<file path="src/rtl/div_iter_param.sv">
// Iterative restoring divider (DIV/DIVU) for the EX stage, radix 2^BITS_PER_CYCLE.
// Ports:
//   clk, rst        rising-edge clock; asynchronous active-high reset
//   signed_div_i    1 = signed divide, 0 = unsigned (sampled at start)
//   start_i         level request, held high until the result is consumed
//   annul_i         flush; aborts an operation in CALC/FIX
//   opdata1_i       dividend (sampled at start)
//   opdata2_i       divisor  (sampled at start)
//   result_o        {remainder, quotient}
//   ready_o         result valid
//   busy_o          operation in progress (CALC or FIX)
//   div_zero_o      result came from a divide-by-zero (valid with ready_o)
module div_iter_param #(
    parameter int unsigned WIDTH          = 32,
    parameter int unsigned BITS_PER_CYCLE = 1
) (
    input  logic                 clk,
    input  logic                 rst,
    input  logic                 signed_div_i,
    input  logic                 start_i,
    input  logic                 annul_i,
    input  logic [WIDTH-1:0]     opdata1_i,
    input  logic [WIDTH-1:0]     opdata2_i,
    output logic [2*WIDTH-1:0]   result_o,
    output logic                 ready_o,
    output logic                 busy_o,
    output logic                 div_zero_o
);

    localparam int unsigned STEPS = WIDTH / BITS_PER_CYCLE;
    localparam int unsigned CNT_W = $clog2(STEPS + 1);
    localparam logic [WIDTH-1:0] ZERO = '0;

    typedef enum logic [1:0] {IDLE, CALC, FIX, DONE} state_e;

    state_e               state_q, state_d;
    logic [CNT_W-1:0]     cnt_q, cnt_d;
    logic                 sign_q, sign_d;
    logic                 neg_a_q, neg_a_d;
    logic                 neg_b_q, neg_b_d;
    logic                 dz_q, dz_d;
    logic [WIDTH-1:0]     dvsr_q, dvsr_d;
    logic [WIDTH-1:0]     rem_q, rem_d;
    logic [WIDTH-1:0]     quo_q, quo_d;
    logic [2*WIDTH-1:0]   result_q, result_d;
    logic                 ready_q, ready_d;
    logic                 busy_q, busy_d;
    logic                 div_zero_q, div_zero_d;

    logic [WIDTH-1:0]     a_mag, b_mag;
    logic [WIDTH-1:0]     step_rem, step_quo;
    logic [WIDTH:0]       trial;

    // Operand magnitudes at start; MIN stays MIN, which reads correctly as unsigned.
    always_comb begin
        a_mag = (signed_div_i && opdata1_i[WIDTH-1]) ? (ZERO - opdata1_i) : opdata1_i;
        b_mag = (signed_div_i && opdata2_i[WIDTH-1]) ? (ZERO - opdata2_i) : opdata2_i;
    end

    // One CALC cycle: BITS_PER_CYCLE restoring steps, quotient shifted in MSB first.
    // quo_q doubles as the dividend shift register feeding the partial remainder.
    always_comb begin
        step_rem = rem_q;
        step_quo = quo_q;
        trial    = '0;
        for (int unsigned i = 0; i < BITS_PER_CYCLE; i++) begin
            trial    = {step_rem, step_quo[WIDTH-1]};
            step_quo = {step_quo[WIDTH-2:0], 1'b0};
            if (trial >= {1'b0, dvsr_q}) begin
                trial       = trial - {1'b0, dvsr_q};
                step_quo[0] = 1'b1;
            end
            step_rem = trial[WIDTH-1:0];
        end
    end

    // Next-state and datapath updates.
    always_comb begin
        state_d    = state_q;
        cnt_d      = cnt_q;
        sign_d     = sign_q;
        neg_a_d    = neg_a_q;
        neg_b_d    = neg_b_q;
        dz_d       = dz_q;
        dvsr_d     = dvsr_q;
        rem_d      = rem_q;
        quo_d      = quo_q;
        result_d   = result_q;
        ready_d    = ready_q;
        div_zero_d = div_zero_q;
        busy_d     = 1'b0;

        unique case (state_q)
            IDLE: begin
                if (start_i && !annul_i) begin
                    sign_d  = signed_div_i;
                    neg_a_d = signed_div_i & opdata1_i[WIDTH-1];
                    neg_b_d = signed_div_i & opdata2_i[WIDTH-1];
                    dvsr_d  = b_mag;
                    cnt_d   = '0;
                    if (opdata2_i == ZERO) begin
                        // Defined divide-by-zero result: raw dividend, all-ones quotient.
                        dz_d    = 1'b1;
                        rem_d   = opdata1_i;
                        quo_d   = '1;
                        state_d = DONE;
                    end else begin
                        dz_d    = 1'b0;
                        rem_d   = '0;
                        quo_d   = a_mag;
                        state_d = CALC;
                    end
                end
            end
            CALC: begin
                if (annul_i) begin
                    state_d = IDLE;
                end else begin
                    rem_d = step_rem;
                    quo_d = step_quo;
                    cnt_d = cnt_q + CNT_W'(1);
                    if (cnt_q == CNT_W'(STEPS - 1)) begin
                        state_d = FIX;
                    end
                end
            end
            FIX: begin
                if (annul_i) begin
                    state_d = IDLE;
                end else begin
                    // Remainder follows the dividend sign; MIN/-1 wraps back to MIN.
                    if (sign_q && (neg_a_q ^ neg_b_q)) quo_d = ZERO - quo_q;
                    if (sign_q && neg_a_q)             rem_d = ZERO - rem_q;
                    state_d = DONE;
                end
            end
            DONE: begin
                if (!start_i) begin
                    state_d    = IDLE;
                    result_d   = '0;
                    ready_d    = 1'b0;
                    div_zero_d = 1'b0;
                end else begin
                    result_d   = {rem_q, quo_q};
                    ready_d    = 1'b1;
                    div_zero_d = dz_q;
                end
            end
            default: state_d = IDLE;
        endcase

        busy_d = (state_d == CALC) || (state_d == FIX);
    end

    // State and output registers.
    always_ff @(posedge clk or posedge rst) begin
        if (rst) begin
            state_q    <= IDLE;
            cnt_q      <= '0;
            sign_q     <= 1'b0;
            neg_a_q    <= 1'b0;
            neg_b_q    <= 1'b0;
            dz_q       <= 1'b0;
            dvsr_q     <= '0;
            rem_q      <= '0;
            quo_q      <= '0;
            result_q   <= '0;
            ready_q    <= 1'b0;
            busy_q     <= 1'b0;
            div_zero_q <= 1'b0;
        end else begin
            state_q    <= state_d;
            cnt_q      <= cnt_d;
            sign_q     <= sign_d;
            neg_a_q    <= neg_a_d;
            neg_b_q    <= neg_b_d;
            dz_q       <= dz_d;
            dvsr_q     <= dvsr_d;
            rem_q      <= rem_d;
            quo_q      <= quo_d;
            result_q   <= result_d;
            ready_q    <= ready_d;
            busy_q     <= busy_d;
            div_zero_q <= div_zero_d;
        end
    end

    assign result_o   = result_q;
    assign ready_o    = ready_q;
    assign busy_o     = busy_q;
    assign div_zero_o = div_zero_q;

endmodule

</file>
<file path="config.mk">
export PLATFORM = sky130hd
export DESIGN_NAME = div_iter_param
export DESIGN_NICKNAME = d
export VERILOG_FILES = /design/src/rtl/div_iter_param.sv
export SDC_FILE = /design/constraint.sdc
export NUM_CORES = 1
export LEC_CHECK = 0
export ABC_AREA = 1
export BUFFER_PORTS_ARGS = -buffer_cell sky130_fd_sc_hd__buf_2
export CORE_ASPECT_RATIO = 1.75
export CORE_MARGIN = 5
export CORE_UTILIZATION = 55
export DETAILED_ROUTE_END_ITERATION = 7
export GPL_ROUTABILITY_DRIVEN = 0
export GPL_TIMING_DRIVEN = 1
export PLACE_DENSITY = 0.84
export SYNTH_ARGS = -nofsm -noshare
export SYNTH_HDL_FRONTEND = slang
export SYNTH_SLANG_ARGS = --single-unit
export TNS_END_PERCENT = 30
</file>
<file path="constraint.sdc">
create_clock -name clk -period 6.9 [get_ports clk]
set_input_delay 0.69 -clock clk [delete_from_list [all_inputs] [get_ports clk]]
set_output_delay 0.69 -clock clk [all_outputs]
set_load 0.005 [all_outputs]
</file>
# --- Word-level counts from Yosys, hierarchy flattened ---
# Cells that the tools add are included.
# Widths: inputs -> output; s select.
totals:
  ff_bits: 175
  inputBits: 69
  out_inout_bits: 67
  elab_cells: 79
op_classes:
  addsub: 6
  magnitude_cmp: 1
  n_eq_ne: 11
  n_mux: 30
  n_bitwise: 3
  n_reduce_logical: 15
ops:
  columns: ["operator", "n"]
  rows:
  - ["$mux 32", 13]
  - ["$pmux 32 s3", 2]
  - ["$sub 1x32->32 const A", 4]
  - ["$mux 64", 1]
  - ["$ge 33x32->1", 1]
  - ["$logic_not 32->1", 1]
  - ["$sub 32x32->32", 1]
  - ["$mux 2", 6]
  - ["$mux 6", 2]
  - ["$pmux 6 s2", 1]
  - ["$ne 2x2->1 const B", 5]
  - ["$reduce_and 5->1", 2]
  - ["$pmux 2 s4", 1]
  - ["$add 6x1->6 const B", 1]
  - ["$eq 2x2->1 const B", 3]
  - ["$eq 6x5->1 const B", 1]
  - ["$logic_and 1x1->1", 5]
  - ["$eq 2x1->1 const B", 2]
  - ["$mux 1", 4]
  - ["$reduce_and 3->1", 1]
  - ["$reduce_bool 3->1", 1]
  - ["$and 1x1->1", 2]
  - ["$logic_not 2->1", 1]
  - ["$reduce_and 2->1", 1]
  - ["4 further kinds", 4]

# --- Longest topological paths before layout ---
# Gate-level depths: netlist of run 1.
depth:
  depth_word: 6
  mapped_depth: 19
  depth_no_buf: 18

# --- Least setup slack after synthesis of run 1 ---
# No wires, ideal clock.
synth_timing:
  path_type: "input port to flip-flop"
  startpoint: "in opdata2_i[0]"
  endpoint: "reg rem_q[9]"
  setup_ns: 0.066
  arrival_time_ns: 2.381
  path_slack_ns: 4.454
  stages: 18
  cell_sequence: "inv_1 > ha_1 > inv_1 > nor3_2 > nand2_2 > nor2_4 > nand3_4 > nor2_4 > nand3_2 > nor2_2 > nand3_1 > nand2_2 > nand2_2 > buf_6 > buf_6 > nor2_2 > nand2_1 > nand2_1"
synth_via:
  elab_chain_cells: 4
synth_rtl:
  columns: ["element", "line_no", "rtl"]
  rows:
  - ["from (decl)", "23", "input logic [WIDTH-1:0] opdata2_i,"]
  - ["$logic_not 32->1", "101", "if (opdata2_i == ZERO) begin"]
  - ["$mux 32", "101", null]
  - ["$mux 32", "95", "if (start_i && !annul_i) begin"]
  - ["$pmux 32 s3", "93", "unique case (state_q)"]
  - ["to (signal assigned)", "179", "rem_q <= rem_d;"]
  - ["to (decl)", "43", "logic [WIDTH-1:0] rem_q, rem_d;"]
# No other way between the ends. The select of a mux whose other input is x is not followed.
# A chain may end at the register's enable or synchronous reset.

# --- Final worst setup path of run 1 ---
layout_timing:
  startpoint: "reg rem_q[11]"
  endpoint: "reg rem_q[26]"
layout_via:
  elab_chain_cells: 4
  elab_cells_between_ends: 8
  classes_between: "add/sub: 2; order compare: 1; mux: 5"
layout_rtl:
  columns: ["element", "line_no", "rtl"]
  rows:
  - ["$sub 1x32->32, or another cell as far along", "133", "if (sign_q && neg_a_q) rem_d = ZERO - rem_q;"]
  - ["$mux 32 (on tied branches)", "133, 69", null]
  - ["$mux 32 (on tied branches)", "128, 116", null]
  - ["$pmux 32 s3 *", "93", null]
# Mark *: on every way between the ends. The rest lies on a longest branch, timed or not. The select of a mux whose other input is x is not followed.

==> tab_implementation.tex, run 1 <==
\begin{tabular}{lr}
\hline
Metric & Value \\
\hline
\multicolumn{2}{l}{\textbf{Timing}} \\
Top achievable clock speed & 283 MHz \\
Setup clock skew after layout & $\sim$0.015 ns \\
Final critical-path required period & $\sim$3.5 ns \\
Setup TNS & 0 ns \\
Number of failing setup endpoints in the final timing report & 0 \\
Remaining max-slew budget at the tightest pin & 0.248 \\
Post-route clock period utilization & 0.513 \\
RSZ-0062 raised after global routing & false \\
Slew at the pin closest to its max-slew limit & between 1 and 1.5 ns \\
Worst Setup Slack, final & between 3 and 4 ns \\
Final hold violations & 0 \\
Final number of max-transition violations & 0 \\
\multicolumn{2}{l}{\textbf{Synth}} \\
Number of enable-type register cells in the synthesized netlist & 0 \\
Share of the synthesized area in the top cell type & 0.320 \\
Total of flip-flops plus latches after synthesis & between 150 and 200 \\
Post-synthesis cell type with the largest combined area & sky130\_fd\_sc\_hd\_\_dfrtp\_1 \\
Dominant cell by count in the synthesized netlist & sky130\_fd\_sc\_hd\_\_nand2\_1 \\
Leading cell types by count after synthesis & sky130\_fd\_sc\_hd\_\_nand2\_1, sky130\_fd\_sc\_hd\_\_inv\_1, sky130\_fd\_sc\_hd\_\_nor2\_1, sky130\_fd\_sc\_hd\_\_nand3\_1, sky130\_fd\_sc\_hd\_\_dfrtp\_1 \\
Post-Syn Area per Cell & between 6 and 7 um\^{}2 \\
Post-synthesis instance area & approximately 14000 um\^{}2 \\
Net count after synthesis & 2272 \\
Count of warnings emitted by yosys & 0 \\
Share of the yosys chip area belonging to registers & 0.320 \\
Count of unique library cells instantiated by Yosys & 45 \\
Dominant synthesized flop cell & sky130\_fd\_sc\_hd\_\_dfrtp\_1 \\
Number of standard cells after synthesis & 2160 \\
Largest cells by area after synthesis & sky130\_fd\_sc\_hd\_\_dfrtp\_1, sky130\_fd\_sc\_hd\_\_nand2\_1, sky130\_fd\_sc\_hd\_\_inv\_1 \\
Proportion of synthesized flip-flops having asynchronous set or reset & 1.00 \\
\multicolumn{2}{l}{\textbf{Flow run}} \\
\# Max-Cap Violations & 0 \\
\multicolumn{2}{l}{\textbf{Power}} \\
Pwr Total & a little under 8 mW \\
Sequential group share of total power & 0.238 \\
Internal power contribution & roughly 3.6 mW \\
Worst-case vdd ir drop & about 370 uV \\
Total power divided by cell area & 519 nW/um\^{}2 \\
Clock network power share & 0.125 \\
P\_sw & 4.24 mW \\
Static leakage power & 7.84 nW \\
Sw frac & 0.539 \\
Combinational fraction of design power & 0.638 \\
\multicolumn{2}{l}{\textbf{Drt}} \\
Post-detailed-route DRC marker count & 2 \\
Aggregate routed wire length & 45300 um \\
Drt first pass iters & 8 \\
Number of nets with antenna violations after detailed routing & 0 \\
Number of vias per cell after detailed routing & between 5 and 6 \\
Initial DRC count & $\sim$1700 \\
Detailed-route wire length per cell & 17.5 um \\
Vias & around 15000 \\
\multicolumn{2}{l}{\textbf{Global route}} \\
Residual overflow from global routing & 0 \\
Maximum number of pins on one net before global-route repair & roughly 110 \\
Vias in the first global route & 14500 \\
Initial antenna violation count & 5 \\
Total track usage & 0.323 \\
Global-route wire length before repair & just over 70000 um \\
\multicolumn{2}{l}{\textbf{Worst setup path}} \\
Kind of launch point of the worst setup path & flip-flop \\
Reg-to-reg slack, setup & approximately 3.4 ns \\
Master of the slowest instance on the critical path & sky130\_fd\_sc\_hd\_\_dfrtp\_1 \\
Sum of buffers and inverters on the critical path & 2 \\
Endpoint type of the worst setup path & flip-flop \\
Most used cell along the critical path & sky130\_fd\_sc\_hd\_\_nand2\_1 \\
Worst EP arrival & around 4 ns \\
Crit path largest cell delay & around 0.5 ns \\
Worst path cell trace & ha\_1 -> nand2\_1 -> nor2\_1 -> nand2\_1 -> nor2\_1 -> nand3\_1 -> nand3\_1 -> nor2\_1 -> nand2\_1 -> buf\_4 -> inv\_1 -> nand2\_1 -> nand3\_1 -> nand3\_1 -> nand2\_1 -> nand2\_1 \\
Top delay family on crit path & simple AND/OR/NAND/NOR gates \\
Kind of critical path & flip-flop to flip-flop \\
Req. time, crit path & 7.29 ns \\
Maximum net fanout on the critical path & 41 \\
\multicolumn{2}{l}{\textbf{Clock network}} \\
H-tree level count & 4 \\
Maximum clock path buffer count & 2 \\
Clock root buffer & sky130\_fd\_sc\_hd\_\_clkbuf\_16 \\
Total clock sinks & about 180 \\
Clock input transition at the sequential cells of the worst setup and hold paths & roughly 0.070 ns \\
Number of instances resized during post-cts repair & 0 \\
\# Post-CTS Setup Buffers & 0 \\
Insertion delay of the later-clocked pin in the worst-skew pair & between 0.4 and 0.5 ns \\
TritonCTS buffer count & 17 \\
Clock tree from TritonCTS & built \\
Number of hold buffers added after CTS & 0 \\
\multicolumn{2}{l}{\textbf{Placement}} \\
Instance area at placement & about 15000 um\^{}2 \\
Count of buffers inserted at the top-level ports & 135 \\
Number of placed instances with taps included & $\sim$2500 \\
Pre-CTS WS & between 3 and 4 ns \\
Half-perimeter wire length of the detailed placement result & between 30000 and 40000 um \\
\multicolumn{2}{l}{\textbf{Cells and area}} \\
Register area & 4380 um\^{}2 \\
Area taken by multi-input logic gates & $\sim$7800 um\^{}2 \\
Net count, final & around 2400 \\
Final instance area & between 15000 and 20000 um\^{}2 \\
Final Instance Count excl. Fillers & 2584 \\
Area Overhead vs Synth & 10.7\% \\
Filler instances & between 2000 and 2500 \\
Layout cells sized above 1 & 0.0909 \\
\multicolumn{2}{l}{\textbf{Run status}} \\
Status & finished with violations \\
Violations in the final reports & DRC \\
\multicolumn{2}{l}{\textbf{Die}} \\
IO Pins & about 140 \\
Die span in x & about 130 um \\
Vert. Die Dim & 219 um \\
Standard-cell row count & 76 \\
Core box area & 24600 um\^{}2 \\
Initial cell density of the core & 0.556 \\
Die area & $\sim$28000 um\^{}2 \\
\multicolumn{2}{l}{\textbf{Min path}} \\
Worst hold path class & primary input to async pin \\
\hline
\end{tabular}
==> path summary, 6_finish.rpt <==
check,start,endpoint,cells past startpoint
min in group clk,dvsr_q[18]$_DFFE_PP0P_,dvsr_q[18]$_DFFE_PP0P_,2
setup reg to reg,rem_q[11]$_DFFE_PP0P_,rem_q[26]$_DFFE_PP0P_,16
max in group asynchronous,rst,result_o[57]$_DFFE_PP0P_,3
hold reg to reg,dvsr_q[18]$_DFFE_PP0P_,dvsr_q[18]$_DFFE_PP0P_,2
setup / recovery,rem_q[11]$_DFFE_PP0P_,rem_q[26]$_DFFE_PP0P_,16
hold / removal,rst,result_o[1]$_DFFE_PP0P_,2
==> flip-flops by register name (all words and copies together), names as in the netlist, 2 cells and up <==
register,count
result_o,64
dvsr_q,32
quo_q,32
rem_q,32
cnt_q,6
state_q,2
==> placed cells by master, fill, tap and decap left out, types with 3 or more instances in the layout <==
cell type                   instances
sky130_fd_sc_hd__o211ai_1          15
sky130_fd_sc_hd__o21bai_1           5
sky130_fd_sc_hd__dfrtp_1          175
sky130_fd_sc_hd__nand4_1           29
sky130_fd_sc_hd__xor2_1            42
sky130_fd_sc_hd__o31ai_1            4
sky130_fd_sc_hd__a21oi_1          105
sky130_fd_sc_hd__nor2_2            12
sky130_fd_sc_hd__or2_2              4
sky130_fd_sc_hd__diode_2            5
sky130_fd_sc_hd__nor2_1           257
sky130_fd_sc_hd__a31oi_1            5
sky130_fd_sc_hd__inv_1            331
sky130_fd_sc_hd__clkbuf_16         17
sky130_fd_sc_hd__nand2_1          562
sky130_fd_sc_hd__o22ai_1           67
sky130_fd_sc_hd__nor4_1            17
sky130_fd_sc_hd__nand3_1          187
sky130_fd_sc_hd__buf_2            135
sky130_fd_sc_hd__o21ai_0          150
sky130_fd_sc_hd__o221ai_1           3
sky130_fd_sc_hd__xnor2_1           21
sky130_fd_sc_hd__inv_6              5
sky130_fd_sc_hd__nand2_2            4
sky130_fd_sc_hd__buf_4             12
sky130_fd_sc_hd__nand3b_1           5
sky130_fd_sc_hd__ha_1              40
sky130_fd_sc_hd__nor3_1            26
sky130_fd_sc_hd__clkinv_2           4
==> cells by family after synthesis <==
logic type | Yosys count | synth area share
and+or+nand+nor | 1112 | 0.341
buffers and inverters | 405 | 0.113
AOI/OAI and AO/OA | 362 | 0.146
DFF | 175 | 0.320
xor gates and xnor gates | 63 | 0.0403
adders and majority gates | 43 | 0.0398
==> routing by layer <==
layer / share of wire / track usage / vias to the layer above
li1: - / - / 7167
met1: 0.34 / 0.346 / 6788
met2: 0.49 / 0.553 / 944
met3: 0.087 / 0.0572 / 272
met4: 0.087 / 0.248 / 0
met5: 0 / 0 / -
==> power groups by stage <==
| stage | logic (mW) | clock network, mW | registers [mW] |
|---|---|---|---|
| 2_1_floorplan | 3.58 | 0 | 1.78 |
| 3_3_place_gp | 4.71 | 0 | 1.85 |
| 3_5_place_dp | 4.82 | 0 | 1.86 |
| 4_1_cts | 4.86 | 0.988 | 1.85 |
| 5_1_grt | 5.58 | 1.02 | 1.92 |
| 6_report | 5.02 | 0.981 | 1.87 |
==> stage by stage <==
stage | util | hold WS (ns)
finish | 0.615 | 0.442
global route | 0.615 | 0.512
global placement | 0.591 | 0.466
CTS | 0.615 | 0.468
detailed placement | 0.591 | 0.473
floorplan | - | 0.449
==> final cells by class <==
class                           count  share of cell area
Multi-Input combinational cell   1580               0.513
Timing Repair Buffer              147              0.0505
Sequential cell                   175               0.289
Clock inverter                     12             0.00875
Antenna cell                        5            0.000825
Clock buffer                       20              0.0295
Inverter                          333              0.0828
Tap cell                          312              0.0258
No activity file was read; power rests on OpenSTA's default activity.
==> inputs of run 2 (changes only) <==
Settings changed: PLACE_DENSITY 0.84 to 0.87.
Clock period 6.9 ns to 3.2 ns, I/O delays scaled along.
==> tab_implementation.tex, run 2 (synthesis results as in run 1) <==
\begin{tabular}{lr}
\hline
Metric & Value \\
\hline
\multicolumn{2}{l}{\textbf{Run status}} \\
Status & finished with violations \\
Violations in the final reports & DRC \\
\multicolumn{2}{l}{\textbf{Global route}} \\
Initial antenna violation count & 4 \\
Global-route wire length before repair & roughly 74000 um \\
Maximum number of pins on one net before global-route repair & $\sim$180 \\
Vias in the first global route & about 15000 \\
Residual overflow from global routing & 0 \\
Total track usage & 0.332 \\
\multicolumn{2}{l}{\textbf{Worst setup path}} \\
Most used cell along the critical path & sky130\_fd\_sc\_hd\_\_nand2\_1 \\
Kind of launch point of the worst setup path & flip-flop \\
Crit path largest cell delay & 0.55 ns \\
Maximum net fanout on the critical path & 5 \\
Kind of critical path & flip-flop to flip-flop \\
Top delay family on crit path & compound AO/OA/AOI/OAI gates \\
Endpoint type of the worst setup path & flip-flop \\
Worst path cell trace & inv\_1 -> ha\_1 -> fa\_1 -> o21ai\_0 -> a21boi\_0 -> o21ai\_1 -> nand2\_1 -> nand2\_1 -> nor2\_1 -> o21ai\_0 -> nand2\_1 -> nand2\_1 -> nand2\_1 \\
Master of the slowest instance on the critical path & sky130\_fd\_sc\_hd\_\_o21ai\_1 \\
Worst EP arrival & 3.40 ns \\
Req. time, crit path & approximately 3.6 ns \\
Sum of buffers and inverters on the critical path & 1 \\
\multicolumn{2}{l}{\textbf{Drt}} \\
Initial DRC count & 1765 \\
Detailed-route wire length per cell & $\sim$18 um \\
Drt first pass iters & 8 \\
Number of nets with antenna violations after detailed routing & 0 \\
Vias & between 15000 and 20000 \\
Number of vias per cell after detailed routing & 5.89 \\
Post-detailed-route DRC marker count & 5 \\
Aggregate routed wire length & between 40000 and 50000 um \\
\multicolumn{2}{l}{\textbf{Timing}} \\
RSZ-0062 raised after global routing & false \\
Setup clock skew after layout & 0.0102 ns \\
Final number of max-transition violations & 0 \\
Number of failing setup endpoints in the final timing report & 0 \\
Post-route clock period utilization & 0.953 \\
Final critical-path required period & 3.05 ns \\
Setup TNS & 0 ns \\
Top achievable clock speed & 328 MHz \\
Worst Setup Slack, final & around 0.15 ns \\
Slew at the pin closest to its max-slew limit & 1.12 ns \\
Remaining max-slew budget at the tightest pin & 0.255 \\
Final hold violations & 0 \\
Worst hold margin & $\sim$0.13 ns \\
\multicolumn{2}{l}{\textbf{Die}} \\
Die area & 28300 um\^{}2 \\
Standard-cell row count & 76 \\
Core box area & between 20000 and 25000 um\^{}2 \\
IO Pins & about 140 \\
Die span in x & about 130 um \\
Initial cell density of the core & 0.556 \\
Vert. Die Dim & 219 um \\
\multicolumn{2}{l}{\textbf{Clock network}} \\
Total clock sinks & roughly 180 \\
Clock tree from TritonCTS & built \\
TritonCTS buffer count & 17 \\
Maximum clock path buffer count & 2 \\
Insertion delay of the later-clocked pin in the worst-skew pair & 0.47 ns \\
H-tree level count & 4 \\
\# Post-CTS Setup Buffers & 0 \\
Clock input transition at the sequential cells of the worst setup and hold paths & about 0.080 ns \\
Clock root buffer & sky130\_fd\_sc\_hd\_\_clkbuf\_16 \\
\multicolumn{2}{l}{\textbf{Power}} \\
Internal power contribution & approximately 7.9 mW \\
Worst-case vdd ir drop & about 600 uV \\
Combinational fraction of design power & 0.637 \\
Sequential group share of total power & 0.235 \\
Pwr Total & 17.1 mW \\
Sw frac & 0.541 \\
P\_sw & between 9 and 10 mW \\
Total power divided by cell area & 1120 nW/um\^{}2 \\
Clock network power share & 0.127 \\
Static leakage power & between 7 and 8 nW \\
\multicolumn{2}{l}{\textbf{Placement}} \\
Half-perimeter wire length of the detailed placement result & 33500 um \\
Pre-CTS WS & 0.285 ns \\
Number of placed instances with taps included & between 2000 and 3000 \\
Count of buffers inserted at the top-level ports & 135 \\
Instance area at placement & roughly 15000 um\^{}2 \\
\multicolumn{2}{l}{\textbf{Cells and area}} \\
Final Instance Count excl. Fillers & 2593 \\
Layout Utilization & 0.620 \\
Layout cells sized above 1 & 0.0957 \\
Final instance area & between 15000 and 20000 um\^{}2 \\
Area Overhead vs Synth & 11.5\% \\
Commonest non-fill, non-tap cells in the layout & sky130\_fd\_sc\_hd\_\_nand2\_1, sky130\_fd\_sc\_hd\_\_inv\_1, sky130\_fd\_sc\_hd\_\_nor2\_1 \\
Commonest non-fill, non-tap cell in the layout & sky130\_fd\_sc\_hd\_\_nand2\_1 \\
Net count, final & between 2000 and 2500 \\
Number of flip-flops under the largest register name & 64 \\
\multicolumn{2}{l}{\textbf{Flow run}} \\
\# Max-Cap Violations & 0 \\
\multicolumn{2}{l}{\textbf{Min path}} \\
Worst hold path class & primary input to flip-flop \\
\hline
\end{tabular}
-- run 2: worst reg2reg max path: stages, from the launching register on --
cell,delay (ns)
sky130_fd_sc_hd__dfrtp_1,0.47
sky130_fd_sc_hd__inv_1,0.12
sky130_fd_sc_hd__ha_1,0.22
sky130_fd_sc_hd__fa_1,0.43
sky130_fd_sc_hd__o21ai_0,0.25
sky130_fd_sc_hd__a21boi_0,0.25
sky130_fd_sc_hd__o21ai_1,0.55
sky130_fd_sc_hd__nand2_1,0.12
sky130_fd_sc_hd__nand2_1,0.10
sky130_fd_sc_hd__nor2_1,0.04
sky130_fd_sc_hd__o21ai_0,0.20
sky130_fd_sc_hd__nand2_1,0.08
sky130_fd_sc_hd__nand2_1,0.06
sky130_fd_sc_hd__nand2_1,0.05
-- run 2: per-layer routing --
metal	global-route usage	vias to the layer above	share of wire
met5	0	-	0
met4	0.262	0	0.092
met3	0.0653	292	0.086
met2	0.556	949	0.48
met1	0.358	6832	0.35
li1	-	7191	-
-- run 2: layout make-up --
cell class                 instances  area, um^2
antenna                            4        10.0
clock buffer                      17         425
clock inverter                    15         174
fill                            2201        9360
inverter                         333        1250
multi-input combinational       1580        7780
sequential                       175        4380
tap                              312         390
timing repair buffer             157         856
-- run 2: power groups by stage --
| stage | Sequential (mW) | Combinational [mW] | Clock (mW) |
|---|---|---|---|
| floorplan | 3.83 | 7.71 | 0 |
| global placement | 3.97 | 10.2 | 0 |
| detailed placement | 4.01 | 10.5 | 0 |
| CTS | 3.98 | 10.6 | 2.18 |
| global route | 4.13 | 12.2 | 2.28 |
| finish | 4.03 | 10.9 | 2.18 |
-- run 2: path summary, 6_finish.rpt --
kind	endpoint	start	slack (ns)	depth (start not counted)
worst max-delay path	rem_q[30]$_DFFE_PP0P_	quo_q[31]$_DFFE_PP0P_	0.15	13
worst min-delay path	dvsr_q[31]$_DFFE_PP0P_	opdata2_i[31]	0.13	3
worst max register to register	rem_q[30]$_DFFE_PP0P_	quo_q[31]$_DFFE_PP0P_	0.15	13
worst min register to register	dvsr_q[14]$_DFFE_PP0P_	dvsr_q[14]$_DFFE_PP0P_	0.48	2
max in group asynchronous	rem_q[26]$_DFFE_PP0P_	rst	1.81	4
min in group asynchronous	ready_o$_DFFE_PP0P_	rst	0.27	3
-- run 2: timing repair --
| action | in CTS | in global routing |
|---|---|---|
| hold buffers | 1 | 0 |
| hold endpoints to repair | 1 | 0 |
| resized for setup | 0 | 2 |
| setup endpoints to repair | 0 | 4 |
